## src/rtl/frame_minmax_scanner.sv

```systemverilog
// Scans every frame-RAM address once and tracks the signed minimum and maximum pixel.
// Presents min and max-min to the downstream normalizer and pulses o_done when both are valid.
module frame_minmax_scanner #(
  parameter int DATAW      = 16,
  parameter int MAX_ADDR   = 63,
  parameter int RD_LATENCY = 1,
  localparam int ADDRW     = $clog2(MAX_ADDR + 1)
) (
  input  logic             i_clk,
  input  logic             i_rst,
  input  logic             i_start,
  output logic             o_rd_valid,
  output logic [ADDRW-1:0] o_rd_addr,
  input  logic [DATAW-1:0] i_rd_data,
  output logic [DATAW-1:0] o_min,
  output logic [DATAW-1:0] o_range,
  output logic             o_done,
  output logic             o_busy,
  output logic             o_debug_busy_req
);

  typedef enum logic [1:0] {IDLE, SCAN, DRAIN} state_t;

  state_t                  state_q, state_d;
  logic                    rd_valid_q, rd_valid_d;
  logic [ADDRW-1:0]        addr_q, addr_d;
  logic [RD_LATENCY-1:0]   vpipe_q, vpipe_d;
  logic                    first_q, first_d;
  logic signed [DATAW-1:0] min_q, min_d;
  logic signed [DATAW-1:0] max_q, max_d;
  logic [DATAW-1:0]        omin_q, omin_d;
  logic [DATAW-1:0]        orange_q, orange_d;
  logic                    done_q, done_d;
  logic                    busy_req_q, busy_req_d;
  logic signed [DATAW-1:0] smp;

  always_comb begin
    state_d    = state_q;
    rd_valid_d = rd_valid_q;
    addr_d     = addr_q;
    vpipe_d    = vpipe_q;
    first_d    = first_q;
    min_d      = min_q;
    max_d      = max_q;
    omin_d     = omin_q;
    orange_d   = orange_q;
    done_d     = 1'b0;
    busy_req_d = busy_req_q;
    smp        = $signed(i_rd_data);

    vpipe_d[0] = rd_valid_q;
    for (int unsigned i = 1; i < RD_LATENCY; i++) begin
      vpipe_d[i] = vpipe_q[i-1];
    end

    if (vpipe_q[RD_LATENCY-1]) begin
      if (first_q) begin
        min_d   = smp;
        max_d   = smp;
        first_d = 1'b0;
      end else begin
        if (smp < min_q) min_d = smp;
        if (smp > max_q) max_d = smp;
      end
    end

    if (i_start && (state_q != IDLE)) busy_req_d = 1'b1;

    case (state_q)
      IDLE: begin
        if (i_start) begin
          state_d    = SCAN;
          addr_d     = '0;
          rd_valid_d = 1'b1;
          first_d    = 1'b1;
        end
      end
      SCAN: begin
        if (addr_q == ADDRW'(MAX_ADDR)) begin
          rd_valid_d = 1'b0;
          state_d    = DRAIN;
        end else begin
          addr_d = addr_q + ADDRW'(1);
        end
      end
      DRAIN: begin
        // Empty pipe means the final sample was folded in on the previous edge.
        if (vpipe_q == '0) begin
          omin_d = min_q;
          // max-min is never negative and below 2^DATAW, so the modular DATAW-bit
          // difference equals the exact DATAW+1-bit result.
          orange_d = DATAW'(max_q - min_q);
          done_d   = 1'b1;
          state_d  = IDLE;
        end
      end
      default: state_d = IDLE;
    endcase
  end

  always_ff @(posedge i_clk or posedge i_rst) begin
    if (i_rst) begin
      state_q    <= IDLE;
      rd_valid_q <= 1'b0;
      addr_q     <= '0;
      vpipe_q    <= '0;
      first_q    <= 1'b0;
      min_q      <= '0;
      max_q      <= '0;
      omin_q     <= '0;
      orange_q   <= '0;
      done_q     <= 1'b0;
      busy_req_q <= 1'b0;
    end else begin
      state_q    <= state_d;
      rd_valid_q <= rd_valid_d;
      addr_q     <= addr_d;
      vpipe_q    <= vpipe_d;
      first_q    <= first_d;
      min_q      <= min_d;
      max_q      <= max_d;
      omin_q     <= omin_d;
      orange_q   <= orange_d;
      done_q     <= done_d;
      busy_req_q <= busy_req_d;
    end
  end

  assign o_rd_valid       = rd_valid_q;
  assign o_rd_addr        = addr_q;
  assign o_min            = omin_q;
  assign o_range          = orange_q;
  assign o_done           = done_q;
  assign o_busy           = (state_q != IDLE);
  assign o_debug_busy_req = busy_req_q;

endmodule

```

## config.mk

```make
export PLATFORM = sky130hd
export DESIGN_NAME = frame_minmax_scanner
export DESIGN_NICKNAME = d
export VERILOG_FILES = /design/src/rtl/frame_minmax_scanner.sv
export SDC_FILE = /design/constraint.sdc
export NUM_CORES = 1
export LEC_CHECK = 0
export BUFFER_PORTS_ARGS = -buffer_cell sky130_fd_sc_hd__buf_2
export CORE_ASPECT_RATIO = 2
export CORE_UTILIZATION = 49
export DETAILED_ROUTE_END_ITERATION = 16
export PLACE_DENSITY = 0.73
export SETUP_SLACK_MARGIN = 0.15
export SYNTH_ARGS = -nofsm -noshare
export SYNTH_HDL_FRONTEND = slang
export SYNTH_SLANG_ARGS = --single-unit
```

## constraint.sdc

```tcl
create_clock -name i_clk -period 2.46 [get_ports i_clk]
set_clock_uncertainty 0.15 [all_clocks]
set_input_delay 0 -clock i_clk [delete_from_list [all_inputs] [get_ports i_clk]]
set_output_delay 0 -clock i_clk [all_outputs]
set_load 0.1 [all_outputs]
```

==> impl_results.md <==
* Outcome: complete, but fails checks
* Violated checks: setup timing
* Post-DR vias/cell at around 5.8
* Max-slew violations at 0
* Post-synth EDFFs at 0
* Port bufs at 60
* Pre-Repair DR Iteration Count at 4
* Crit share post-route at 113%
* Die span in x at approximately 69 um
* Worst slack, placed at -0.168 ns
* Clock-pin slew on the worst setup and hold paths at approximately 0.06 ns
* Max FO, Critical Path at 8
* # placed instances at roughly 640
* Final cell count without fillers at a little under 700
* Cell variety after synth at just under 50
* Area after DPL at 5130 um^2
* Routed len/inst at 20.7 um
* Initial Util at roughly half
* CP max stage delay at 0.40 ns
* Clk buf depth at 2
* #FFs+latches synth at 77
* Vias in the first global route at 4059
* Mean Syn Cell Area at approximately 10 um^2
* Crit path kind: reg2reg
* Sequential cell area fraction in the yosys report at between 40 and 50%
* Crit-path slowest cell: dfrtp_1
* Die ar. at ~9300 um^2
* DR iter-0 viols at roughly 290
* CP delay by family, top: simple AND/OR/NAND/NOR gates
* Worst r2r path cells at 10
* Core area at 8650 um^2
* Syn Nets at 512
* Syn Std Cell Area at 4380 um^2
* Drt total wl at around 14000 um
* Synth warn at 0
* First-pass GRT wire length at about 20000 um
* Rows at 48
* Worst path bufs/invs at 2
* CTS tree: built
* Layout cells sized above 1 at approximately 43%
* Crit. End Element: register
* Die outline height at about 140 um
* Most used DFF post-synth: dfrtp_1
* Relative slew slack at between 60% and 70%
* TritonCTS Sinks at between 70 and 80
* Leak at about 3.2 nW
* Core Util, Final at about three quarters
* Final Instance Area at roughly 6500 um^2
* DP HPWL at roughly 8100 um
* Critical R2R Capture: max_q[15]
* Worst r2r src: max_q[13]
* All-Layer GR Usage at between 20% and 30%
* Final setup vio count at 32
* Fin Hold WS at 0.148 ns
* Worst EP arrival at 2.86 ns
* Tmin final at between 2 and 3 ns
* Fmax at 0.359 GHz
* CP Depth at 10
* Largest net degree at the start of global routing at 78
* Initial antenna violation count at 0
* Max Cap Viol at 0
* Peak supply drop at roughly 1.5 mV
* Setup TNS at -6.72 ns
* Total congestion overflow at 0
* Final #Nets at between 600 and 700
* Ys async rst share at between 90% and 100%
* Pwr dens at 1660 nW/um^2
* Post-route setup slack at -0.324 ns
* Total power at 10.7 mW
* Worst Max-Slew Pin Slew at just under 0.5 ns
* Number of cells produced by synthesis at around 450
* Ant. Diodes at 0
* Area Overhead vs Synth at 47.4%
* Worst hold path class: in2async
* GP Congestion at 0.865
* DRC viols at 0
* Crit-path cells: inv_2, ha_4, a21oi_1, o21ai_0, and3_1, nor4_4, mux2i_1, nand3_2, buf_8, mux2_4
* Fin. Hold Viols at 0
* CTS H-tree depth at 3
* Clock Latency Late Sink at 0.34 ns
* Worst EP required at approximately 2.5 ns
* CTS root buffer: clkbuf_16
* RSZ-0062 raised after global routing: yes
* Via count at roughly 4000
* Final ANT Viol Nets at 0
* Worst setup SP type: register
* Ports at 61
* Num CTS Buffers at 9
* Reg2Reg Setup Slack at -0.32 ns
==> cell families (layout without fill, tap and decap cells) <==
logic type	after synthesis	in the layout	synth area share [%]
adder cells (fa/ha/maj)	48	48	13.9
flip-flops	77	77	44.0
AO/OA/AOI/OAI	122	122	16.5
multiplexers	20	20	5.85
AND/OR/NAND/NOR	107	107	11.7
XOR/XNOR	16	16	3.20
buffers and inverters	55	196	4.91
==> report_power, final <==
group | internal [mW] | total [mW] | switching [mW] | leakage, nW
clock network | 1.02 | 1.56 | 0.539 | 0.165
registers | 1.63 | 1.91 | 0.278 | 0.975
logic | 3.36 | 7.23 | 3.87 | 2.02
total | 6.01 | 10.7 | 4.69 | 3.16
==> layout by cell type (no fill, tap or decap), drive strengths merged, types with 3 or more instances in the layout <==
| cell | netlist | final |
|---|---|---|
| buf | 2 | 115 |
| dfrtp | 77 | 77 |
| nand2 | 59 | 59 |
| o21ai | 58 | 58 |
| ha | 47 | 47 |
| inv | 44 | 44 |
| a21oi | 26 | 26 |
| dlygate4sd3 | 0 | 18 |
| mux2 | 18 | 18 |
| clkbuf | 9 | 13 |
| a21o | 11 | 11 |
| nand4 | 9 | 9 |
| nor2 | 9 | 9 |
| xor2 | 8 | 8 |
| xnor2 | 8 | 8 |
| and3 | 7 | 7 |
| nand3 | 5 | 5 |
| nor2b | 4 | 4 |
| o31ai | 4 | 4 |
| o21bai | 3 | 3 |
| nand2b | 3 | 3 |
| bufinv | 0 | 3 |
| nor4 | 3 | 3 |
==> area by class of cell <==
cell class | count | area (um^2)
Multi-Input combinational cell | 313 | 2820
Clock inverter | 6 | 110
Fill cell | 541 | 2190
Sequential cell | 77 | 1930
Timing Repair Buffer | 136 | 1070
Tap cell | 100 | 125
Clock buffer | 10 | 239
Inverter | 44 | 165
==> flip-flops by register name, summed over array words and instances, names as in the netlist <==
register and count:
o_rd_valid 1, o_done 1, o_range 16, o_min 16, min_q 16, max_q 16, first_q 1, vpipe_q 1
o_rd_addr 6, state_q 2, o_debug_busy_req 1
==> how the worst max path moves through the flow <==
stage | start | end | slack [ns]
3_3_place_gp | max_q[4] | max_q[1] | -0.09
2_1_floorplan | max_q[5] | max_q[15] | 0.02
5_1_grt | max_q[13] | max_q[15] | -0.39
4_1_cts | max_q[5] | max_q[3] | -0.04
6_report | max_q[13] | max_q[15] | -0.32
3_5_place_dp | min_q[13] | min_q[11] | -0.17
==> cell usage after synthesis, types with 7 or more instances <==
library cell	instances	area share, %
mux2_4	9	3.1
nand2_1	59	5.1
clkbuf_1	9	0.77
o21ai_0	57	6.5
a21o_1	11	1.9
nor2_1	9	0.77
dfrtp_1	77	44
mux2_2	9	2.3
xnor2_1	8	1.6
xor2_1	8	1.6
a21oi_1	26	3.0
ha_1	47	13
inv_1	44	3.8
and3_1	7	1.0
nand4_1	9	1.3
==> layer usage <==
layer	share of wire [%]	wire, um	GRT usage [%]	vias to the layer above
met1	36	5120	29.8	1937
met4	7.0	999	23.1	0
li1	-	-	-	1834
met3	4.0	565	5.72	67
met2	53	7520	48.9	161
met5	0	0	0	-
==> worst register-to-register path, stage by stage, from the launching register on <==
cell and delay [ns]:
dfrtp_1 0.40, inv_2 0.08, ha_4 0.20, a21oi_1 0.20, o21ai_0 0.18, and3_1 0.24, nor4_4 0.31, mux2i_1 0.26
nand3_2 0.14, buf_8 0.18, mux2_4 0.32
==> what timing repair did <==
item                       4_1_cts  5_1_grt
resized for setup               58       85
gates cloned                     1        3
buffers inserted                 8        5
hold buffers                    18        0
pin swaps                       19       32
setup endpoints to repair       38       41
hold endpoints to repair       113        0
No activity file was read; power rests on OpenSTA's default activity.
